[config.mk]
export PLATFORM = sky130hd
export DESIGN_NAME = alu_issue_unit
export DESIGN_NICKNAME = d
export VERILOG_FILES = /design/src/rtl/alu_issue_unit.sv
export SDC_FILE = /design/constraint.sdc
export NUM_CORES = 1
export LEC_CHECK = 0
export BUFFER_PORTS_ARGS = -buffer_cell sky130_fd_sc_hd__buf_2
export CAP_MARGIN = 10
export CORE_MARGIN = 5
export CORE_UTILIZATION = 53
export CTS_CLUSTER_SIZE = 24
export DETAILED_ROUTE_END_ITERATION = 12
export GPL_ROUTABILITY_DRIVEN = 0
export HOLD_SLACK_MARGIN = 0.03
export PLACE_DENSITY = 0.76
export SETUP_SLACK_MARGIN = 0.4
export SYNTH_ARGS = -nofsm -noshare
export SYNTH_HDL_FRONTEND = slang
export SYNTH_SLANG_ARGS = --single-unit
[constraint.sdc]
create_clock -name clk -period 1.99 [get_ports clk]
set_clock_uncertainty 0.2 [all_clocks]
set_input_delay 0.398 -clock clk [delete_from_list [all_inputs] [get_ports clk]]
set_output_delay 0.398 -clock clk [all_outputs]
set_load 0.005 [all_outputs]
[src/rtl/alu_issue_unit.sv]
// Issue unit that feeds one instruction at a time to an external combinational ALU:
// operands come from an internal register file and the result is written back.
module alu_issue_unit #(
  parameter int DATA_W = 32,
  parameter int NREGS  = 8,
  parameter int REG_AW = 3
) (
  input  logic              clk,
  input  logic              rst_n,
  input  logic              instr_valid,
  output logic              instr_ready,
  input  logic [3:0]        instr_op,
  input  logic [REG_AW-1:0] instr_rd,
  input  logic [REG_AW-1:0] instr_ra,
  input  logic [REG_AW-1:0] instr_rb,
  output logic [DATA_W-1:0] alu_a,
  output logic [DATA_W-1:0] alu_b,
  output logic [3:0]        alu_op,
  input  logic [DATA_W-1:0] alu_res,
  output logic              wb_valid,
  output logic [REG_AW-1:0] wb_rd,
  output logic [DATA_W-1:0] wb_data,
  output logic              illegal_op,
  input  logic [REG_AW-1:0] dbg_addr,
  output logic [DATA_W-1:0] dbg_data
);

  localparam logic [3:0]        OP_NOP = 4'b0000;
  localparam logic [REG_AW-1:0] R0     = {REG_AW{1'b0}};

  typedef enum logic [1:0] {
    S_IDLE = 2'd0,
    S_EXEC = 2'd1,
    S_WB   = 2'd2
  } state_e;

  state_e            state_q, state_d;
  logic              start_s, bad_op_s;
  logic              ready_q, illegal_q, wb_valid_q;
  logic [DATA_W-1:0] regs_q [NREGS];
  logic [DATA_W-1:0] rd_a_s, rd_b_s;
  logic [DATA_W-1:0] alu_a_q, alu_b_q, wb_data_q;
  logic [3:0]        alu_op_q;
  logic [REG_AW-1:0] rd_q, wb_rd_q;

  function automatic logic op_legal(input logic [3:0] op);
    case (op)
      4'b0000, 4'b0010, 4'b0011, 4'b0100, 4'b0101,
      4'b1000, 4'b1001, 4'b1010, 4'b1011: op_legal = 1'b1;
      default:                            op_legal = 1'b0;
    endcase
  endfunction

  // r0 is hard-wired to zero on every read port.
  assign rd_a_s   = (instr_ra == R0) ? {DATA_W{1'b0}} : regs_q[instr_ra];
  assign rd_b_s   = (instr_rb == R0) ? {DATA_W{1'b0}} : regs_q[instr_rb];
  assign dbg_data = (dbg_addr == R0) ? {DATA_W{1'b0}} : regs_q[dbg_addr];

  always_comb begin
    state_d  = state_q;
    start_s  = 1'b0;
    bad_op_s = 1'b0;
    case (state_q)
      S_IDLE: begin
        if (instr_valid) begin
          if (!op_legal(instr_op)) begin
            bad_op_s = 1'b1;
          end else if (instr_op != OP_NOP) begin
            start_s = 1'b1;
            state_d = S_EXEC;
          end else begin
            state_d = S_IDLE;
          end
        end else begin
          state_d = S_IDLE;
        end
      end
      S_EXEC:  state_d = S_WB;
      S_WB:    state_d = S_IDLE;
      default: state_d = S_IDLE;
    endcase
  end

  always_ff @(posedge clk or negedge rst_n) begin
    if (!rst_n) begin
      state_q   <= S_IDLE;
      ready_q   <= 1'b1;
      illegal_q <= 1'b0;
    end else begin
      state_q <= state_d;
      ready_q <= (state_d == S_IDLE);
      if (bad_op_s) begin
        illegal_q <= 1'b1;
      end
    end
  end

  // Operands are sampled at acceptance; the file cannot change before EXEC ends.
  always_ff @(posedge clk or negedge rst_n) begin
    if (!rst_n) begin
      alu_a_q    <= {DATA_W{1'b0}};
      alu_b_q    <= {DATA_W{1'b0}};
      alu_op_q   <= 4'b0000;
      rd_q       <= R0;
      wb_valid_q <= 1'b0;
      wb_rd_q    <= R0;
      wb_data_q  <= {DATA_W{1'b0}};
    end else begin
      if (start_s) begin
        alu_a_q  <= rd_a_s;
        alu_b_q  <= rd_b_s;
        alu_op_q <= instr_op;
        rd_q     <= instr_rd;
      end else begin
        alu_a_q  <= {DATA_W{1'b0}};
        alu_b_q  <= {DATA_W{1'b0}};
        alu_op_q <= 4'b0000;
      end
      if (state_q == S_EXEC) begin
        wb_valid_q <= 1'b1;
        wb_rd_q    <= rd_q;
        wb_data_q  <= alu_res;
      end else begin
        wb_valid_q <= 1'b0;
        wb_rd_q    <= R0;
        wb_data_q  <= {DATA_W{1'b0}};
      end
    end
  end

  always_ff @(posedge clk or negedge rst_n) begin
    if (!rst_n) begin
      for (int i = 0; i < NREGS; i++) begin
        regs_q[i] <= {DATA_W{1'b0}};
      end
    end else begin
      if ((state_q == S_WB) && (wb_rd_q != R0)) begin
        regs_q[wb_rd_q] <= wb_data_q;
      end
    end
  end

  assign instr_ready = ready_q;
  assign illegal_op  = illegal_q;
  assign alu_a       = alu_a_q;
  assign alu_b       = alu_b_q;
  assign alu_op      = alu_op_q;
  assign wb_valid    = wb_valid_q;
  assign wb_rd       = wb_rd_q;
  assign wb_data     = wb_data_q;

endmodule

# [Yosys cells after proc, flatten, opt, wreduce, memory -nomap -nowiden]
# Memories as Yosys holds them, arrays and structs flattened.
# Index checks and enable logic that the tools add are counted.
[word_totals] input_bits=51 out_inout_bits=138 romBits=16 wordCells=73 memories=1 reg_bits=367
[classes] eq_ne=2 n_mux=34 n_bitwise=4 n_reduce_logical=9 n_lt_le_gt_ge=5
[memory_table] memory="(name not given)" words=16 width=1 read_ports=1 rd_ports_with_merged_regs=0 wr=0 line_no="47" source="case (op)"
[op_table] op="two-way mux 32 bit" count=13
[op_table] op="binary-select mux 32 bit (select 3 bit)" count=3
[op_table] op="bitwise mux 256 bit" count=1
[op_table] op="demux 32 bit (select 3 bit)" count=1
[op_table] op="greater-or-equal comparator 4 bit, second input constant" count=4
[op_table] op="NOT 3 -> 4 bit" count=4
[op_table] op="two-way mux 1 bit" count=11
[op_table] op="logical NOT 3 bit" count=3
[op_table] op="logical NOT 2 bit" count=2
[op_table] op="< comparator 4 x 1 -> 1 bit, second input constant" count=1
[op_table] op="two-way mux 2 bit" count=2
[op_table] op="two-way mux 4 bit" count=1
[op_table] op="one-hot mux 2 bit (2 select lines)" count=1
[op_table] op="nonzero test 4 bit" count=1
[op_table] op="two-way mux 3 bit" count=1
[op_table] op="nonzero test 3 bit" count=1
[op_table] op="== test 2 x 1 -> 1 bit, second input constant" count=1
[op_table] op="== test 2 bit, second input constant" count=1
[op_table] op="logical AND 1 bit" count=2

# [Logic depth before layout (Yosys ltp)]
# Gate-level depths: netlist of the first run.
# An unclocked memory read counts as a cell.
[logic_depth] depth_word=7 ltp_mapped=5

# [Worst setup path before layout of the first run]
# OpenSTA, ideal clock, no wires.
[synth_timing] path_kind="input to output" start="in dbg_addr[0]" end="out dbg_data[31]" cell_stages=5 arrival_ns=1.486 path_slack_ns=-0.094 n_path_buf=2 required_time_ns=1.392 path_cell_list="buf_4 > buf_2 > mux4_2 > nand2_1 > o21ai_0"
[synth_between] elab_chain_cells=5
[synth_lines] element="start, declared" line_no="24" source="input logic [REG_AW-1:0] dbg_addr,"
[synth_lines] element="NOT 3 -> 4 bit (implied by the code)" line_no="57" source="assign dbg_data = (dbg_addr == R0) ? {DATA_W{1'b0}} : regs_q[dbg_addr];"
[synth_lines] element="binary-select mux 32 bit (select 3 bit)" line_no="57"
[synth_lines] element="two-way mux 32 bit (implied by the code) (2 in series)" line_no="57"
[synth_lines] element="two-way mux 32 bit (*)" line_no="57"
[synth_lines] element="end, declared" line_no="25" source="output logic [DATA_W-1:0] dbg_data"
# Mark *: on every way between the ends. The rest lies on a longest branch, timed or not. The select of a mux whose other input is x is not followed.

# [Worst setup path in the final report of the first run]
[layout_timing] start="reg regs_q[128] (netlist name)" end="out dbg_data[0]"
[layout_between] elab_chain_cells=4
[layout_lines] element="start, declared" line_no="40" source="logic [DATA_W-1:0] regs_q [NREGS];"
[layout_lines] element="start signal, assigned by index" line_no="134" source="regs_q[i] <= {DATA_W{1'b0}};"
[layout_lines] element="start signal, assigned by index" line_no="138" source="regs_q[wb_rd_q] <= wb_data_q;"
[layout_lines] element="binary-select mux 32 bit (select 3 bit)" line_no="57"
[layout_lines] element="two-way mux 32 bit (implied by the code) (2 in series)" line_no="57"
[layout_lines] element="two-way mux 32 bit" line_no="57"
# Every way passes these cells. The select of a mux whose other input is x is not followed.

==> metrics.txt, run 1 <==
CP Capture Type=output pin; Async SR Flop Fraction=100.0%; H-tree depth=2; syn avg cell area=14.07 um^2; Largest stage delay, worst path=0.52 ns; Area growth syn-to-layout=55.42%; crit-path cells=mux2_2 -> a221oi_2 -> a21oi_2 -> buf_2; sw frac=27.80%; vias per cell=7.374; HP Class=in -> reg; Pins Over Slew Limit=0; internal power=13.00 mW; Ant. Diodes=0; max cap viols=0; Initial Util=around 54%; Flop pwr share=40.9%; WP data required=1.39 ns; largest net degree at the start of global routing=53; P_sw=between 5 and 6 mW; worst vdd ir=735.6 uV; GRT Util Overall=37.11%; Core ar.=31720 um^2; final period utilization=136.8%; Routed Antenna Nets=0; static leakage=12.95 nW; Slew @ Worst Pin=0.6693 ns; Crit-path slowest cell=a221oi_2; Clock power frac=41.7%; Ys Warns=0; overall die width=189.7 um; CTS Root Cell=clkbuf_16; crit-path max FO=4; register bit total from synthesis=~340; grt ovf=0; clock sinks=approximately 340; die outline height=189.7 um; CTS max path bufs=3; Synth Net Count=1267; violated checks=negative setup slack; final WL=80380 um; TritonCTS clock tree=done; Gate Count Post-Synth=approximately 1200; Seq/Total Area, Yosys=49.02%; drt first-iter violations=2261; crit start category=register; Slew headroom=55.38%; later-pin clock latency in the skew report=0.54 ns; Inserted Clock Buffers=37; vias in the first global route=15808; drt pass-1 iters=6; # rows=65; Comb pwr share=17.4%; post-DR wirelength/cell=36.19 um; synthesized cell area=17110 um^2; worst setup margin=-0.7322 ns; DRC viols=0; share of cells above drive strength 1=72.24%; Synth Flop Type=dfrtp_1; RSZ-0062 raised after global routing=yes; first-pass GRT wire length=101600 um; via count=roughly 16000; Util after Layout=83.81%; EDFF count, synth=0; die footprint=35970 um^2; path type of the worst setup path=reg -> out; final setup fails=~200; Clock transition at path regs=0.07 ns; Ports=189; fin area=approximately 27000 um^2; post-layout minimum cycle time=2.722 ns; status=finished with violations; Critical Path AT=2.12 ns; Cell variety after synth=32; pre-CTS setup slack=-0.2903 ns; Port Buffer Count=188; Placed Area=20090 um^2; Pwr Density=677.4 nW/um^2; Hold Vio Cnt, Final=0; achievable clock frequency=0.3673 GHz; Final nets=1844; placed wire-length estimate=between 30000 and 40000 um; initial antenna violation count=4
==> flip-flops by register name (all words and copies together), names as in the netlist, 2 cells and up <==
register and cells:
alu_a 32, alu_b 32, alu_op 4, rd_q 3, regs_q 224, state_q 2, wb_data 32, wb_rd 3
==> path summary, 6_finish.rpt <==
| path | from | endpoint | slack [ns] | cells after the start |
|---|---|---|---|---|
| min in group asynchronous | rst_n | wb_data[2]$_DFF_PN0_ | 0.14 | 2 |
| worst max-delay path | regs_q[128]$_DFFE_PN0P_ | dbg_data[0] | -0.73 | 4 |
| worst min-delay path | instr_op[3] | illegal_op$_DFFE_PN0P_ | 0.13 | 4 |
| worst min register to register | illegal_op$_DFFE_PN0P_ | illegal_op$_DFFE_PN0P_ | 0.27 | 1 |
| worst max register to register | state_q[0]$_DFF_PN0_ | regs_q[213]$_DFFE_PN0P_ | -0.25 | 6 |
| max in group asynchronous | rst_n | regs_q[193]$_DFFE_PN0P_ | 0.70 | 3 |
==> placed cells by master, fill, tap and decap left out, drive strengths merged <==
| cell | n |
|---|---|
| buf | 603 |
| dfrtp | 334 |
| mux2 | 323 |
| mux4 | 96 |
| a221oi | 95 |
| nor2b | 71 |
| nor3 | 64 |
| clkbuf | 56 |
| dlygate4sd3 | 40 |
| and2 | 38 |
| inv | 31 |
| a21oi | 31 |
| clkinv | 6 |
| nor3b | 4 |
| bufinv | 4 |
| nand3b | 3 |
| nand2 | 3 |
| nor2 | 3 |
| and2b | 2 |
| o21ai | 2 |
| or3 | 2 |
| and3 | 2 |
| nand3 | 1 |
| a22oi | 1 |
| or4b | 1 |
| a21o | 1 |
| bufbuf | 1 |
| dfstp | 1 |
==> repair_timing <==
action,in CTS,in global routing
pin swaps,84,37
resized for setup,308,112
gates cloned,26,0
endpoints found under the setup margin,428,436
endpoints found under the hold margin,373,0
buffers inserted,199,82
hold buffers,40,0
==> worst max-delay path, delay by kind of cell (launching register included) <==
family,cells,cell delay (ns)
multiplexers,1,0.32
AO/OA/AOI/OAI,2,0.64
buffers and inverters,1,0.16
flip-flops,1,0.45
==> kinds of logic (layout without fill, tap and decap cells) <==
group	after synthesis	after routing	synth area share (%)
muxes	419	419	34.56
DFF	335	335	49.02
and+or+nand+nor	194	194	6.781
buffers and inverters	138	741	3.723
AOI/OAI and AO/OA	130	130	5.918
==> metal layers <==
layer | routed length (um) | GRT usage, %
met1 | 25890 | 46.70
met2 | 34790 | 58.23
met3 | 11580 | 9.890
met4 | 8083 | 21.93
met5 | 38 | 0
==> power groups by stage <==
stage / logic [mW] / clock network (mW) / registers, mW
6_report: 3.14 / 7.51 / 7.36
4_1_cts: 2.66 / 7.28 / 7.29
2_1_floorplan: 1.09 / 0 / 7.40
3_5_place_dp: 1.86 / 0 / 7.49
3_3_place_gp: 1.83 / 0 / 7.47
5_1_grt: 3.22 / 7.77 / 7.37
==> Yosys cell counts (4+ instances only) <==
master / count / area share [%]
dfrtp_1: 334 / 49
mux2_2: 288 / 19
mux4_2: 96 / 13
a221oi_1: 95 / 4.9
nor2b_1: 71 / 2.6
nor3_1: 64 / 1.9
buf_2: 47 / 1.4
clkbuf_1: 41 / 0.90
and2_1: 38 / 1.4
a21oi_1: 31 / 0.91
inv_1: 31 / 0.68
mux2_4: 30 / 2.6
buf_4: 8 / 0.35
buf_1: 6 / 0.13
mux2_1: 5 / 0.33
buf_6: 4 / 0.26
==> layout make-up <==
| cell class | instances | area (um^2) |
|---|---|---|
| clock inverter | 9 | 156.4 |
| inverter | 32 | 132.6 |
| fill | 1290 | 5134 |
| sequential | 335 | 8433 |
| timing repair buffer | 644 | 6130 |
| tap | 402 | 503.0 |
| clock buffer | 56 | 1129 |
| multi-input combinational | 743 | 10100 |
==> stage by stage <==
step | setup TNS (ns) | std cells | hold slack (ns) | power [mW]
finish | -21.22 | 2221 | 0.1322 | 18.01
floorplan | 0 | 1216 | -0.09759 | 8.495
detailed placement | -7.835 | 1809 | 0.1270 | 9.355
global route | -29.10 | 2221 | 0.1619 | 18.35
global placement | -7.655 | 1809 | 0.1277 | 9.307
CTS | -9.159 | 2139 | 0.1232 | 17.23
Power figures use the tool's default switching activity.
==> inputs of run 2 (changes only) <==
Settings changed: RECOVER_POWER from default to 50.
==> run 2 against run 1 <==
The run still ends with negative setup slack left; critical path type unchanged; total power about the same; fmax up 0.17%; sequential share of layout area about the same; first-iteration DRC count is 0.13% higher; utilization shrank 0.059 points; largest power group unchanged; highest routed layer unchanged; clock power about the same; setup slack better by 0.0047 ns; flip-flop and latch count unchanged.
==> metrics.txt, run 2 (synthesis results as in run 1) <==
status=finished with violations; violated checks=negative setup slack; worst vdd ir=739.8 uV (+0.57%); first-pass GRT wire length=101600 um (unchanged); Final nets=1844 (unchanged); WP data required=1.39 ns (about the same); DRC viols=0 (unchanged); crit start category=register; crit-path cells=mux2_2 -> a221oi_2 -> a21oi_2 -> buf_2; most frequent cells in the layout=296 x buf_4, 295 x dfrtp_1, 209 x mux2_4, 155 x buf_2, 114 x mux2_2; Initial Util=53.93% (unchanged); CTS Root Cell=clkbuf_16; RSZ-0062 raised after global routing=yes; most common cell after layout, fill and taps aside=buf_4; TritonCTS clock tree=done; setup TNS=-36.02 ns (-14.80 ns); Area growth syn-to-layout=55.31% (about the same); # fillers=1294 (+0.31%); path type of the worst setup path=reg -> out; Hold Vio Cnt, Final=0 (unchanged); vias per cell=7.321 (-0.71%); total power=18.00 mW (about the same); # rows=65 (unchanged); static leakage=12.94 nW (about the same); post-layout minimum cycle time=2.717 ns (-0.004742 ns); Core ar.=31720 um^2 (unchanged); Util after Layout=83.76% (about the same); Port Buffer Count=188 (unchanged); Critical Path AT=2.12 ns (about the same); Ports=189 (unchanged); Slew @ Worst Pin=1.434 ns (+0.7651 ns); area occupied by multi-input gates=10100 um^2 (about the same); share of cells above drive strength 1=72.13% (-0.11 points); vias in the first global route=15808 (unchanged); CTS max path bufs=3 (unchanged); Most flops, register=regs_q; final setup fails=271 (+34%); drt pass-1 iters=6 (unchanged); Routed Antenna Nets=0 (unchanged); initial antenna violation count=4 (unchanged); CP Capture Type=output pin; fin area=26570 um^2 (about the same); GRT Util Overall=37.11% (unchanged); drt first-iter violations=2264 (+0.13%); worst setup margin=-0.7275 ns (+0.004742 ns); Ant. Diodes=0 (unchanged); Slew headroom=4.369% (-51 points); later-pin clock latency in the skew report=0.54 ns (about the same); achievable clock frequency=0.3680 GHz (+0.17%); die footprint=35970 um^2 (unchanged); grt ovf=0 (unchanged); die outline height=189.7 um (unchanged); Pwr Density=677.6 nW/um^2 (about the same); final period utilization=136.6% (-0.24 points); register area=8433 um^2 (unchanged); Hold Slack=0.1324 ns (+0.0002640 ns); Inserted Clock Buffers=37 (unchanged); post-DR wirelength/cell=36.09 um (-0.27%); final WL=80160 um (-0.27%); overall die width=189.7 um (unchanged); H-tree depth=2 (unchanged); Clock transition at path regs=0.07 ns (about the same); Crit-path slowest cell=a221oi_2; Pins Over Slew Limit=0 (unchanged); max cap viols=0 (unchanged); placed wire-length estimate=31210 um (unchanged); Largest stage delay, worst path=0.51 ns (about the same); HP Class=in -> reg; Largest register FFs=224 (unchanged); Placed Area=20090 um^2 (unchanged); clock sinks=335 (unchanged); largest net degree at the start of global routing=53 (unchanged); via count=16261 (-0.71%); crit-path max FO=4 (unchanged)
[run 2: changes by cell type in the layout (fill, tap and decap cells not counted)]
| cell | previous run | this run |
|---|---|---|
| buf_4 | 298 | 296 |
| buf_8 | 3 | 2 |
| and2b_2 | 1 | 0 |
| buf_6 | 57 | 56 |
| clkbuf_2 | 0 | 1 |
| clkbuf_1 | 7 | 8 |
| clkbuf_4 | 0 | 2 |
| and2b_1 | 1 | 2 |
[run 2: through the flow]
| stage | cells | worst slack, ns |
|---|---|---|
| global route | 2221 | -0.7088 |
| detailed placement | 1809 | -0.2903 |
| finish | 2221 | -0.7275 |
| global placement | 1809 | -0.2869 |
| CTS | 2139 | -0.3312 |
| floorplan | 1216 | 0.1199 |
[run 2: layout make-up]
class | instances | share of cell area, %
inverters | 32 | 0.4992
well taps | 402 | 1.893
repair buffers | 644 | 23.01
clock buffers | 56 | 4.248
multi-input cells | 743 | 38.02
clock inverters | 9 | 0.5887
flip-flops and latches | 335 | 31.74
[run 2: worst paths after layout]
check,start,to,slack (ns),cells after the start
max in group asynchronous,rst_n,regs_q[193]$_DFFE_PN0P_,-0.05,3
worst max register to register,state_q[0]$_DFF_PN0_,regs_q[213]$_DFFE_PN0P_,-0.26,6
worst min register to register,illegal_op$_DFFE_PN0P_,illegal_op$_DFFE_PN0P_,0.27,1
worst min-delay path,instr_op[3],illegal_op$_DFFE_PN0P_,0.13,4
worst max-delay path,regs_q[128]$_DFFE_PN0P_,dbg_data[0],-0.73,4
min in group asynchronous,rst_n,wb_data[2]$_DFF_PN0_,0.53,2
[run 2: where the power goes]
group	internal (mW)	switching [mW]	total, mW
clock network	4.44	3.08	7.51
registers	7.08	0.280	7.36
logic	1.48	1.65	3.13
total	13.0	5.00	18.0
[run 2: layer usage]
layer | vias to the layer above | track usage [%] | part of all wire (%)
met5 | - | 0 | 0.047
met4 | 8 | 21.93 | 10
met3 | 720 | 9.890 | 14
met2 | 1886 | 58.23 | 43
met1 | 7880 | 46.70 | 33
li1 | 5767 | - | -
[run 2: timing repair]
item	in CTS	in global routing
pin swaps	84	37
gates resized for setup	308	112
setup buffers	199	82
hold buffers	40	0
hold endpoints to repair	373	0
setup endpoints to repair	428	436
gates cloned	26	0
[run 2: worst max-delay path: cells and delay by family, from the launching register on]
family	cells	cell delay, ns
buffers and inverters	1	0.16
flip-flops	1	0.45
multiplexers	1	0.32
AO/OA/AOI/OAI	2	0.63
==> inputs of run 3 (changes only) <==
Settings changed: CAP_MARGIN 10 to default, GPL_TIMING_DRIVEN from default to 0.
==> run 3 against run 2 <==
The run ends with negative hold slack, negative setup slack left; utilization decreased by 0.36 points; clock-buffer cell count fell by 4; combinational power hardly changed; cell count is 0.45% higher; sequential share of layout area increased by 0.13 points; via count fell by 0.76%; sequential power is essentially flat; global-route usage up 0.57 points; critical path depth unchanged; flip-flop and latch count is the same.
==> metrics.txt, run 3 (synthesis results as in run 1) <==
TritonCTS clock tree=done; final WL=79320 um (-1.0%); Util after Layout=83.40% (-0.36 points); status=finished with violations; drt first-iter violations=2687 (+19%); setup TNS=-18.41 ns (+17.61 ns); HP Class=in -> async; later-pin clock latency in the skew report=0.56 ns (+0.02 ns); Hold Slack=-0.04909 ns (-0.1815 ns); violated checks=negative hold slack, negative setup slack; Routed Antenna Nets=0 (unchanged); crit start category=register; path type of the worst setup path=reg -> out; grt ovf=0 (unchanged); # rows=65 (unchanged); max cap viols=0 (unchanged); vias in the first global route=15829 (+0.13%); Slew headroom=6.712% (+2.3 points); H-tree depth=2 (unchanged); Inserted Clock Buffers=38 (+2.7%); final setup fails=142 (-48%); final period utilization=133.3% (-3.3 points); DRC viols=0 (unchanged); fin cells=2231 (+0.45%); Hold Buf Count CTS=39 (-2.5%); clock sinks=335 (unchanged); via count=16137 (-0.76%); first-pass GRT wire length=101400 um (-0.19%); Pins Over Slew Limit=0 (unchanged); initial antenna violation count=1 (-3); Ports=189 (unchanged); Placed Area=19530 um^2 (-2.8%); Pwr Density=683.5 nW/um^2 (+0.86%); overall die width=189.7 um (unchanged); post-DR wirelength/cell=35.55 um (-1.5%); drt pass-1 iters=8 (+2); fin area=26450 um^2 (-0.43%); Area growth syn-to-layout=54.64%; Most flops, register=regs_q; CP Capture Type=output pin; Slew @ Worst Pin=1.399 ns (-0.03514 ns); Largest register FFs=224 (unchanged); share of cells above drive strength 1=70.02% (-2.1 points); die footprint=35970 um^2 (unchanged); worst-case reg-to-reg path depth=4 (-2); Critical Path AT=2.05 ns (-0.07 ns); static leakage=12.81 nW (-0.96%); placed wire-length estimate=33760 um (+8.2%); CTS max path bufs=3 (unchanged); achievable clock frequency=0.3771 GHz (+2.5%); Clock transition at path regs=0.07 ns (about the same); Final nets=1853 (+0.49%); CTS Root Cell=clkbuf_16; die outline height=189.7 um (unchanged); worst vdd ir=625.9 uV (-15%); RSZ-0062 raised after global routing=yes; most common cell after layout, fill and taps aside=dfrtp_1; Core ar.=31720 um^2 (unchanged); crit-path max FO=2 (-2); most frequent cells in the layout=297 x dfrtp_1, 246 x buf_4, 208 x mux2_4, 165 x buf_2, 115 x mux2_2; vias per cell=7.233 (-1.2%); Hold Vio Cnt, Final=31 (+31); largest net degree at the start of global routing=124 (+130%); GRT Util Overall=37.68% (+0.57 points); WP data required=1.39 ns (about the same); Initial Util=53.93% (unchanged); Port Buffer Count=181 (-3.7%); post-layout minimum cycle time=2.652 ns (-0.06547 ns); Inst Count DP=1801 (-0.44%); worst setup margin=-0.6620 ns (+0.06547 ns)
run 3: cell types whose count changed in the layout (fill, tap and decap cells not counted), sizes merged:
cell,previous run,this run
buf,599,571
bufbuf,1,0
bufinv,4,5
clkbuf,60,94
clkinv,6,9
diode,0,1
dlygate4sd3,40,39
inv,31,32
run 3: stage by stage:
step / worst slack [ns] / total power [mW]
finish: -0.6620 / 18.08
global route: -0.6702 / 18.39
CTS: -0.3422 / 17.32
detailed placement: -0.6435 / 9.288
global placement: -5.987 / 9.226
floorplan: 0.1199 / 8.495
run 3: final cells by class:
| type | count | area [um^2] |
|---|---|---|
| Timing Repair Buffer | 546 | 4886 |
| Tap cell | 402 | 503.0 |
| Clock inverter | 14 | 206.4 |
| Fill cell | 1309 | 5266 |
| Inverter | 32 | 132.6 |
| Buffer | 106 | 1175 |
| Clock buffer | 52 | 1095 |
| Multi-Input combinational cell | 743 | 10020 |
| Sequential cell | 335 | 8431 |
| Antenna cell | 1 | 2.502 |
run 3: worst paths after layout:
kind	start	slack [ns]	end
setup / recovery	regs_q[31]$_DFFE_PN0P_	-0.66	dbg_data[31]
hold / removal	rst_n	-0.05	regs_q[2]$_DFFE_PN0P_
setup reg to reg	regs_q[94]$_DFFE_PN0P_	-0.51	alu_b[30]$_DFF_PN0_
hold reg to reg	rd_q[0]$_DFFE_PN0P_	0.28	wb_rd[0]$_DFF_PN0_
max in group asynchronous	rst_n	0.27	wb_data[16]$_DFF_PN0_
min in group clk	instr_op[1]	0.05	alu_op[2]$_DFF_PN0_
run 3: power breakdown:
part	switching (mW)	leakage, nW	total (mW)	internal [mW]
registers	0.271	4.57	7.35	7.08
clock network	3.11	0.645	7.61	4.50
logic	1.67	7.60	3.12	1.45
run 3: routing by layer:
layer / part of all wire (%) / vias to the layer above / track usage (%)
li1: - / 5804 / -
met1: 33 / 7854 / 46.93
met2: 44 / 1814 / 56.84
met3: 14 / 665 / 11.50
met4: 9.5 / 0 / 25.68
met5: 0 / - / 0
run 3: worst max-delay path, stage by stage (launching register included):
cell and delay [ns]:
dfrtp_1 0.49, mux4_2 0.64, nand2_2 0.11, o21ai_2 0.10, buf_2 0.16
run 3: timing repair:
item / CTS / global route
cloned: 27 / 0
endpoints found under the hold margin: 129 / 90
resized for setup: 379 / 122
pin swaps: 76 / 38
endpoints found under the setup margin: 466 / 461
setup buffers: 208 / 89
